`src/rtl/interface_axis_master_pkg.sv`:
```
`default_nettype none
// ============================================================================
// Module   : interface_axis_master_pkg
// Purpose  : Shared state encoding and data-width constants for the buffer
//            to AXI4-Stream master.
// Revision : 1.0 - initial release
// ============================================================================
package interface_axis_master_pkg;

  localparam int AXIS_DATA_W = 64;
  localparam int BRAM_RD_LAT = 1;

  typedef enum logic [1:0] {
    IDLE   = 2'd0,
    ISSUE  = 2'd1,
    DRAIN  = 2'd2,
    FINISH = 2'd3
  } state_t;

endpackage
`default_nettype wire

```
`src/rtl/interface_axis_master_if.sv`:
```
`default_nettype none
// ============================================================================
// Module   : interface_axis_master_if
// Purpose  : AXI4-Stream bundle (tdata/tvalid/tlast/tready) with master and
//            slave views.
// Revision : 1.0 - initial release
// ============================================================================
interface interface_axis_master_if;
  import interface_axis_master_pkg::*;

  logic [AXIS_DATA_W-1:0] tdata;
  logic                   tvalid;
  logic                   tlast;
  logic                   tready;

  modport master (output tdata, output tvalid, output tlast, input tready);
  modport slave  (input tdata, input tvalid, input tlast, output tready);

endinterface
`default_nettype wire

```
`src/rtl/axis_skid_fifo2.sv`:
```
`default_nettype none
// ============================================================================
// Module   : axis_skid_fifo2
// Purpose  : Two-entry output FIFO. The head entry is a plain register so the
//            stream outputs never depend combinationally on the pop request.
// Revision : 1.0 - initial release
// ============================================================================
module axis_skid_fifo2
  import interface_axis_master_pkg::*;
#(
  parameter int WIDTH = AXIS_DATA_W + 1
) (
  input  wire logic             clk,
  input  wire logic             rst,
  input  wire logic             i_push,
  input  wire logic [WIDTH-1:0] i_din,
  input  wire logic             i_pop,
  output logic      [WIDTH-1:0] o_dout,
  output logic                  o_valid,
  output logic      [1:0]       o_occ
);

  logic [WIDTH-1:0] r_head;
  logic [WIDTH-1:0] r_tail;
  logic [1:0]       r_occ;

  // Head/tail storage and occupancy; pop is only ever requested when valid.
  always_ff @(posedge clk or posedge rst) begin
    if (rst) begin
      r_head <= '0;
      r_tail <= '0;
      r_occ  <= 2'd0;
    end else begin
      case ({i_push, i_pop})
        2'b10: begin
          if (r_occ == 2'd0) r_head <= i_din;
          else               r_tail <= i_din;
          r_occ <= r_occ + 2'd1;
        end
        2'b01: begin
          r_head <= r_tail;
          r_occ  <= r_occ - 2'd1;
        end
        2'b11: begin
          // Occupancy unchanged; the new entry lands behind whatever remains.
          if (r_occ == 2'd1) begin
            r_head <= i_din;
          end else begin
            r_head <= r_tail;
            r_tail <= i_din;
          end
        end
        default: ;
      endcase
    end
  end

  assign o_dout  = r_head;
  assign o_valid = (r_occ != 2'd0);
  assign o_occ   = r_occ;

endmodule
`default_nettype wire

```
`src/rtl/interface_axis_master.sv`:
```
`default_nettype none
// ============================================================================
// Module   : interface_axis_master
// Purpose  : Streams base..base+len of a 64-bit buffer memory out as an
//            AXI4-Stream master, tolerating the one-cycle read latency and
//            sink backpressure through a 2-entry output FIFO.
// Options  : INTERFACE_AXIS_MASTER_STALL_CNT_EN adds the stall_cycles counter.
// Revision : 1.0 - initial release
// ============================================================================
module interface_axis_master
  import interface_axis_master_pkg::*;
#(
  parameter int ADDR_BIT = 16
) (
  input  wire logic                   clk,
  input  wire logic                   rst,
  input  wire logic                   send_enable,
  input  wire logic [ADDR_BIT-1:0]    send_len,
  input  wire logic [ADDR_BIT-1:0]    send_base,
  output logic                        send_done,
  output logic                        busy,
  output logic      [ADDR_BIT-1:0]    read_addr,
  output logic                        read_enable,
  input  wire logic [AXIS_DATA_W-1:0] read_data,
`ifdef INTERFACE_AXIS_MASTER_STALL_CNT_EN
  output logic      [31:0]            stall_cycles,
`endif
  interface_axis_master_if.master     m_axis
);

  state_t              r_state;
  state_t              w_next;
  logic [ADDR_BIT-1:0] r_len;
  logic [ADDR_BIT-1:0] r_issue_cnt;
  logic [ADDR_BIT-1:0] r_read_addr;
  logic                r_inflight;
  logic                r_inflight_last;

  logic                   w_start;
  logic                   w_is_last;
  logic                   w_rd_en;
  logic                   w_pop;
  logic                   w_valid;
  logic [1:0]             w_occ;
  logic [AXIS_DATA_W:0]   w_head;
  logic [2:0]             w_need;
  logic [2:0]             w_cap;

  assign w_start   = (r_state == IDLE) && send_enable;
  assign w_is_last = (r_issue_cnt == r_len);
  assign w_pop     = w_valid && m_axis.tready;

  // Entries held or on their way must fit in the FIFO after this cycle's pop.
  assign w_need  = {1'b0, w_occ} + {2'b00, r_inflight};
  assign w_cap   = 3'd2 + {2'b00, w_pop};
  assign w_rd_en = (r_state == ISSUE) && (w_need < w_cap);

  // State register.
  always_ff @(posedge clk or posedge rst) begin
    if (rst) r_state <= IDLE;
    else     r_state <= w_next;
  end

  // Next-state decode; the tlast handshake closes the transfer.
  always_comb begin
    w_next = r_state;
    case (r_state)
      IDLE:    if (send_enable)           w_next = ISSUE;
      ISSUE:   if (w_rd_en && w_is_last)  w_next = DRAIN;
      DRAIN:   if (w_pop && w_head[AXIS_DATA_W]) w_next = FINISH;
      FINISH:  w_next = IDLE;
      default: w_next = IDLE;
    endcase
  end

  // Transfer parameters, issue counter and the registered read address.
  always_ff @(posedge clk or posedge rst) begin
    if (rst) begin
      r_len       <= '0;
      r_issue_cnt <= '0;
      r_read_addr <= '0;
    end else if (w_start) begin
      r_len       <= send_len;
      r_issue_cnt <= '0;
      r_read_addr <= send_base;
    end else if (w_rd_en) begin
      r_issue_cnt <= r_issue_cnt + 1'b1;
      r_read_addr <= r_read_addr + 1'b1;
    end
  end

  // Read-latency stage: remembers a read is returning and whether it is last.
  always_ff @(posedge clk or posedge rst) begin
    if (rst) begin
      r_inflight      <= 1'b0;
      r_inflight_last <= 1'b0;
    end else begin
      r_inflight      <= w_rd_en;
      r_inflight_last <= w_rd_en && w_is_last;
    end
  end

  axis_skid_fifo2 #(
    .WIDTH (AXIS_DATA_W + 1)
  ) u_fifo (
    .clk     (clk),
    .rst     (rst),
    .i_push  (r_inflight),
    .i_din   ({r_inflight_last, read_data}),
    .i_pop   (w_pop),
    .o_dout  (w_head),
    .o_valid (w_valid),
    .o_occ   (w_occ)
  );

  assign m_axis.tdata  = w_head[AXIS_DATA_W-1:0];
  assign m_axis.tlast  = w_head[AXIS_DATA_W];
  assign m_axis.tvalid = w_valid;

  assign read_addr   = r_read_addr;
  assign read_enable = w_rd_en;
  assign busy        = (r_state != IDLE);
  assign send_done   = (r_state == FINISH);

`ifdef INTERFACE_AXIS_MASTER_STALL_CNT_EN
  logic [31:0] r_stall_cnt;

  // Counts sink stalls of the current transfer, saturating at all-ones.
  always_ff @(posedge clk or posedge rst) begin
    if (rst)                                 r_stall_cnt <= 32'd0;
    else if (w_start)                        r_stall_cnt <= 32'd0;
    else if (w_valid && !m_axis.tready && (r_stall_cnt != 32'hFFFF_FFFF))
                                             r_stall_cnt <= r_stall_cnt + 32'd1;
  end

  assign stall_cycles = r_stall_cnt;
`endif

endmodule
`default_nettype wire

```
`src/flat_wrapper.sv`:
```
// flat-port wrapper written by rule: the top's interface ports become plain ports
module interface_axis_master_flat import interface_axis_master_pkg::*;
#(
  parameter int ADDR_BIT = 16
)
  (clk, rst, send_enable, send_len, send_base, send_done, busy, read_addr, read_enable, read_data, m_axis_tdata, m_axis_tvalid, m_axis_tlast, m_axis_tready);
  interface_axis_master_if m_axis_i ();
  input  wire logic clk;
  input  wire logic rst;
  input  wire logic send_enable;
  input  wire logic [ADDR_BIT-1:0] send_len;
  input  wire logic [ADDR_BIT-1:0] send_base;
  output logic send_done;
  output logic busy;
  output logic      [ADDR_BIT-1:0] read_addr;
  output logic read_enable;
  input  wire logic [AXIS_DATA_W-1:0] read_data;
  output wire logic [$bits(m_axis_i.tdata)-1:0] m_axis_tdata;
  output wire logic [$bits(m_axis_i.tvalid)-1:0] m_axis_tvalid;
  output wire logic [$bits(m_axis_i.tlast)-1:0] m_axis_tlast;
  input wire logic [$bits(m_axis_i.tready)-1:0] m_axis_tready;
  assign m_axis_tdata = m_axis_i.tdata;
  assign m_axis_tvalid = m_axis_i.tvalid;
  assign m_axis_tlast = m_axis_i.tlast;
  assign m_axis_i.tready = m_axis_tready;
  interface_axis_master #(.ADDR_BIT(ADDR_BIT)) u_core (.clk(clk), .rst(rst), .send_enable(send_enable), .send_len(send_len), .send_base(send_base), .send_done(send_done), .busy(busy), .read_addr(read_addr), .read_enable(read_enable), .read_data(read_data), .m_axis(m_axis_i));
endmodule
```
`config.mk`:
```
export PLATFORM = sky130hd
export DESIGN_NAME = interface_axis_master_flat
export DESIGN_NICKNAME = d
export VERILOG_FILES = /design/src/rtl/interface_axis_master_pkg.sv /design/src/rtl/interface_axis_master_if.sv /design/src/rtl/axis_skid_fifo2.sv /design/src/rtl/interface_axis_master.sv /design/src/flat_wrapper.sv
export SDC_FILE = /design/constraint.sdc
export NUM_CORES = 1
export LEC_CHECK = 0
export ABC_CLOCK_PERIOD_IN_PS = 14400
export CORE_MARGIN = 4
export CORE_UTILIZATION = 50
export CTS_CLUSTER_DIAMETER = 50
export CTS_CLUSTER_SIZE = 12
export DETAILED_ROUTE_END_ITERATION = 8
export GPL_TIMING_DRIVEN = 0
export PLACE_DENSITY_LB_ADDON = 0.05
export SKIP_LAST_GASP = 1
export SYNTH_ARGS = -nofsm -noshare
export SYNTH_HDL_FRONTEND = slang
export SYNTH_SLANG_ARGS = --single-unit
```
`constraint.sdc`:
```
create_clock -name clk -period 14.4 [get_ports clk]
set_input_delay 2.88 -clock clk [delete_from_list [all_inputs] [get_ports clk]]
set_output_delay 2.88 -clock clk [all_outputs]
set_load 0.005 [all_outputs]
```
==> flow_summary.json, run 1 <==
{
  "dp_cells": 1149,
  "die_area_sq_um": 18500,
  "cts_hold_buffers": 0,
  "die_w_um": 136,
  "cp.arrival_ns": 4.97,
  "ys.flop_type": "dfrtp_1",
  "cp-end-kind": "output port",
  "period_needed_ns": 7.85,
  "htree_levels": 4,
  "io_pins": 185,
  "place_ws_ns": 6.55,
  "hp-class": "reg -> reg",
  "nFillCells": 1260,
  "setup_violations": 0,
  "first_pass_iters": 5,
  "worstSetupStartpointType": "input pin",
  "hold_slack_ns": 0.478,
  "stdcell_area_sq_um": 10900,
  "synth-edff-count": 0,
  "worstSetupPathType": "in -> out",
  "async_flop_share_pct": 100,
  "reg2reg_from": "u_core.u_fifo.o_occ[0]$_DFFE_PP0P_",
  "area_delta_synth_final_pct": 33.0,
  "irDropWorstVdd_mv": 0.104,
  "cts_tree": "done",
  "cts.clk_slew.worst_paths_ns": 0.07,
  "relSlewSlack_pct": 54.8,
  "final_nets": 1066,
  "sequential_cell_area_sq_um": 4600,
  "fin_ws_ns": 6.55,
  "start_util_pct": 51.3,
  "p_leak_nw": 4.66,
  "cts-root-buf": "clkbuf_16",
  "antenna_left": 0,
  "synth-warning-count": 0,
  "cts.sinks": 184,
  "wirelength_um": 19400,
  "syn_inst": 748,
  "numPortBuffers": 184,
  "yosysSeqAreaShare_pct": 56.1,
  "vias": 6186,
  "reg2reg_to": "u_core.u_fifo.r_tail[45]$_DFFE_PP0P_",
  "min_period_over_period_pct": 54.5,
  "drive_gt1_share_pct": 11.6,
  "setup_tns_ns": 0,
  "die_y_um": 136,
  "netlist_area_sq_um": 8200,
  "drv_cap": 0,
  "synth_cell_types": 39,
  "cp-endpoint": "read_enable",
  "syn-mean-instance-area_sq_um": 11.0,
  "clk_path_buf_depth": 2,
  "wl_per_cell_um": 16.4,
  "power.total_mw": 2.26,
  "tightest_slew_ns": 0.660,
  "synthesis.nets": 862,
  "crit_fanout": 11,
  "final_cell_mix": "184 x clkdlybuf4s50_1, 184 x dfrtp_1, 149 x nand2_1, 81 x o21ai_0",
  "grt_remaining_overflow": 0,
  "drv_slew": 0,
  "rrSetupSlack_ns": 11.46,
  "cts_buffers": 17,
  "status": "completed",
  "grt_pass1_wl_um": 31400,
  "utilization_pct": 68.2,
  "grt_pass1_vias": 6257,
  "antenna_found_initial": 0,
  "layoutNonFillerInstCount": 1181,
  "cp-startpoint": "m_axis_tready",
  "drcViolationCount": 0,
  "grtUsageTotal_pct": 21.4,
  "finalClockSkew_ns": 0.0133,
  "num_rows": 46,
  "finalHoldViolCount": 0,
  "core_area_sq_um": 16000,
  "n_antenna_cell": 0,
  "ys_ff_latch": 184,
  "gp_congestion": 0.815,
  "rsz0062_at_grt": "false",
  "clock_latency_ns": 0.43,
  "post_dp_cell_area_sq_um": 10400,
  "multi_input_area_sq_um": 3360,
  "cts_resized": 0,
  "cp.required_ns": 11.52,
  "reg2reg_depth": 11,
  "dp_hpwl_um": 14300,
  "max_freq_ghz": 0.127,
  "grt_max_degree": 126,
  "postCtsSetupBuffers": 0,
  "p_per_area_nw_per_um2": 207,
  "drt-initial-drc-count": 333,
  "via_per_inst": 5.24
}
worst min-delay path by stage:
stage,slack [ns],start,depth (start not counted),endpoint
2_1_floorplan,0.47,u_core.r_len[0]$_DFFE_PP0P_,2,u_core.r_len[0]$_DFFE_PP0P_
3_3_place_gp,0.46,u_core.u_fifo.o_dout[16]$_DFFE_PP0P_,2,u_core.u_fifo.o_dout[16]$_DFFE_PP0P_
3_5_place_dp,0.47,u_core.u_fifo.o_dout[39]$_DFFE_PP0P_,2,u_core.u_fifo.o_dout[39]$_DFFE_PP0P_
4_1_cts,0.48,u_core.u_fifo.o_dout[49]$_DFFE_PP0P_,2,u_core.u_fifo.o_dout[49]$_DFFE_PP0P_
5_1_grt,0.50,u_core.u_fifo.o_dout[49]$_DFFE_PP0P_,2,u_core.u_fifo.o_dout[49]$_DFFE_PP0P_
6_report,0.48,u_core.u_fifo.o_dout[60]$_DFFE_PP0P_,2,u_core.u_fifo.o_dout[60]$_DFFE_PP0P_
cell families after synthesis:
| group | Yosys count | synth area share, % |
|---|---|---|
| AO/OA/AOI/OAI | 166 | 13.5 |
| XOR/XNOR | 48 | 5.12 |
| adder cells (fa/ha/maj) | 14 | 2.14 |
| buffers and inverters | 59 | 2.88 |
| flip-flops | 184 | 56.1 |
| multiplexers | 68 | 9.29 |
| AND/OR/NAND/NOR | 209 | 11.0 |
cell type report:
class	count	area share (%)
inverters	14	0.550
plain buffers	45	1.69
repair buffers	185	17.1
clock buffers	19	4.06
well taps	216	2.48
multi-input cells	505	30.8
flip-flops and latches	184	42.2
clock inverters	13	1.08
metal layers:
metal / track usage, % / share of wire (%)
met2: 35.7 / 50
met5: 0 / 0
met4: 7.95 / 2.6
met3: 4.15 / 4.5
met1: 28.0 / 43
registers in the layout (all words and copies together), names as in the netlist:
signal	cells
u_core.u_fifo.o_dout	65
u_core.u_fifo.r_tail	65
u_core.r_issue_cnt	16
u_core.r_len	16
u_core.read_addr	16
u_core.r_state	2
u_core.u_fifo.o_occ	2
u_core.r_inflight	1
u_core.r_inflight_last	1
cell usage after synthesis, types with 2 or more instances:
master | n | area [sq um]
a2111oi_4 | 3 | 82.6
a21oi_1 | 3 | 15.0
a22oi_1 | 65 | 488
a31oi_1 | 3 | 18.8
a41oi_1 | 2 | 17.5
and2_1 | 2 | 12.5
and3_1 | 6 | 37.5
and4_1 | 4 | 35.0
buf_1 | 2 | 7.51
buf_2 | 6 | 30.0
clkbuf_1 | 36 | 135
dfrtp_1 | 184 | 4600
ha_1 | 14 | 175
inv_1 | 14 | 52.6
mux2_2 | 65 | 732
mux2i_1 | 3 | 30.0
nand2_1 | 149 | 559
nand3_1 | 10 | 50.1
nand4_1 | 7 | 43.8
nor2_1 | 19 | 71.3
nor3_1 | 3 | 15.0
nor4_1 | 4 | 25.0
o21ai_0 | 81 | 405
o21ai_1 | 2 | 10.0
xnor2_1 | 23 | 201
xor2_1 | 25 | 219
worst max-delay path, stage by stage:
cell and delay [ns]:
clkdlybuf4s50_1 0.50, or3b_1 0.39, buf_6 0.17, a21oi_1 0.16, buf_2 0.31, clkdlybuf4s50_1 0.56
where the power goes:
part	total, mW	leakage, nW	switching [mW]	internal (mW)
Sequential	0.894	2.28	0.145	0.750
Combinational	0.921	2.10	0.433	0.487
Clock	0.446	0.280	0.201	0.245
Total	2.26	4.66	0.779	1.48
No activity file was read; power rests on OpenSTA's default activity.
==> run 2, diff against run 1 <==
- ABC_CLOCK_PERIOD_IN_PS: 14400 -> 6700
- CORE_UTILIZATION: 50 -> 46
- clock period: 14.4 -> 6.7 ns (I/O delays scaled with it)
==> run 2 against run 1 <==
Sequential cell count stayed put. Design area hardly changed. Via count is 2.6% higher. Worst setup slack worse by 4.6 ns. Die area is 8.2% higher. Critical endpoint unchanged. Highest routed layer unchanged.
==> flow_summary.json, run 2 (same netlist as run 1, synthesis figures left out) <==
{
  "reg2reg_to": "u_core.u_fifo.o_dout[28]$_DFFE_PP0P_",
  "wl_per_cell_um": 16.6,
  "irDropWorstVdd_mv": 0.257,
  "period_needed_ns": 4.74,
  "die_y_um": 142,
  "die_area_sq_um": 20000,
  "cp-end-kind": "output port",
  "dp_hpwl_um": 14500,
  "htree_levels": 4,
  "grt_pass1_vias": 6632,
  "core_area_sq_um": 17400,
  "finalClockSkew_ns": 0.00714,
  "finalHoldViolCount": 0,
  "tightest_slew_ns": 0.679,
  "clk_path_buf_depth": 2,
  "cp.arrival_ns": 3.40,
  "antenna_left": 0,
  "final_nets": 1066,
  "grt_pass1_wl_um": 33200,
  "area_delta_synth_final_pct": 33.1,
  "start_util_pct": 47.1,
  "cts.sinks": 184,
  "post_dp_cell_area_sq_um": 10400,
  "relSlewSlack_pct": 54.7,
  "setup_violations": 0,
  "hold_slack_ns": 0.479,
  "numPortBuffers": 184,
  "drv_cap": 0,
  "cts_buffers": 17,
  "cp.required_ns": 5.36,
  "grt_max_degree": 138,
  "gp_congestion": 0.833,
  "wirelength_um": 19700,
  "grtUsageTotal_pct": 20.3,
  "status": "completed",
  "postCtsSetupBuffers": 0,
  "p_leak_nw": 4.64,
  "p_per_area_nw_per_um2": 443,
  "worstSetupStartpointType": "input pin",
  "antenna_found_initial": 0,
  "drv_slew": 0,
  "cts.clk_slew.worst_paths_ns": 0.07,
  "via_per_inst": 5.33,
  "hp-class": "reg -> reg",
  "cts-root-buf": "clkbuf_16",
  "first_pass_iters": 6,
  "worstSetupPathType": "in -> out",
  "reg2reg_from": "u_core.u_fifo.o_occ[0]$_DFFE_PP0P_",
  "reg2reg_depth": 11,
  "crit_fanout": 11,
  "vias": 6348,
  "cts_resized": 0,
  "clock_latency_ns": 0.42,
  "grt_remaining_overflow": 0,
  "cts_hold_buffers": 0,
  "stdcell_area_sq_um": 10900,
  "cts_tree": "done",
  "n_antenna_cell": 0,
  "rrSetupSlack_ns": 3.85,
  "max_freq_ghz": 0.211,
  "setup_tns_ns": 0,
  "io_pins": 185,
  "drt-initial-drc-count": 270,
  "rsz0062_at_grt": "false",
  "cp-startpoint": "m_axis_tready",
  "die_w_um": 142,
  "num_rows": 48,
  "min_period_over_period_pct": 70.7,
  "cp-endpoint": "read_enable",
  "drcViolationCount": 0,
  "nFillCells": 1415,
  "final_cell_mix": "184 x clkdlybuf4s50_1, 184 x dfrtp_1, 149 x nand2_1, 81 x o21ai_0",
  "drive_gt1_share_pct": 11.7
}
-- run 2: power breakdown --
| part | internal (mW) | switching, mW | leakage [nW] |
|---|---|---|---|
| registers | 1.61 | 0.317 | 2.28 |
| logic | 1.05 | 0.920 | 2.10 |
| clock network | 0.495 | 0.448 | 0.260 |
-- run 2: critical path: stages --
cell and delay (ns):
clkdlybuf4s50_1 0.50, or3b_1 0.38, buf_6 0.16, a21oi_1 0.16, buf_2 0.30, clkdlybuf4s50_1 0.56
-- run 2: metrics by stage --
stage               cells  worst slack, ns  util (%)  total power, mW
floorplan             748            0.360         -             3.02
global placement     1157            -1.84      59.3             3.85
detailed placement   1158             1.99      59.5             3.94
CTS                  1190             1.96      62.7             4.89
global route         1190             1.86      62.7             5.20
finish               1190             1.96      62.7             4.84
-- run 2: layout make-up --
cell class              instances  area (sq um)  area share, %
well taps                     225           282           2.58
plain buffers                  45           184           1.68
flip-flops and latches        184          4600           42.2
multi-input cells             505          3360           30.8
clock inverters                14           118           1.08
repair buffers                185          1870           17.1
clock buffers                  18           439           4.02
inverters                      14          60.1          0.550
-- run 2: worst min-delay path by stage --
stage | startpoint | cells after the start | end | slack (ns)
finish | u_core.u_fifo.o_dout[2]$_DFFE_PP0P_ | 2 | u_core.u_fifo.o_dout[2]$_DFFE_PP0P_ | 0.48
global route | u_core.u_fifo.o_dout[45]$_DFFE_PP0P_ | 2 | u_core.u_fifo.o_dout[45]$_DFFE_PP0P_ | 0.51
CTS | u_core.u_fifo.o_dout[46]$_DFFE_PP0P_ | 2 | u_core.u_fifo.o_dout[46]$_DFFE_PP0P_ | 0.49
detailed placement | u_core.u_fifo.o_dout[46]$_DFFE_PP0P_ | 2 | u_core.u_fifo.o_dout[46]$_DFFE_PP0P_ | 0.47
global placement | u_core.u_fifo.o_dout[2]$_DFFE_PP0P_ | 2 | u_core.u_fifo.o_dout[2]$_DFFE_PP0P_ | 0.46
floorplan | u_core.r_len[0]$_DFFE_PP0P_ | 2 | u_core.r_len[0]$_DFFE_PP0P_ | 0.47
-- run 2: per-layer routing --
layer  vias up  GRT usage (%)  wire length (um)
met1      3140           25.9              8430
met2       162           35.5             10000
met5         -              0                 0
li1       3017              -                 -
met4         0           5.81               376
met3        29           3.67               891
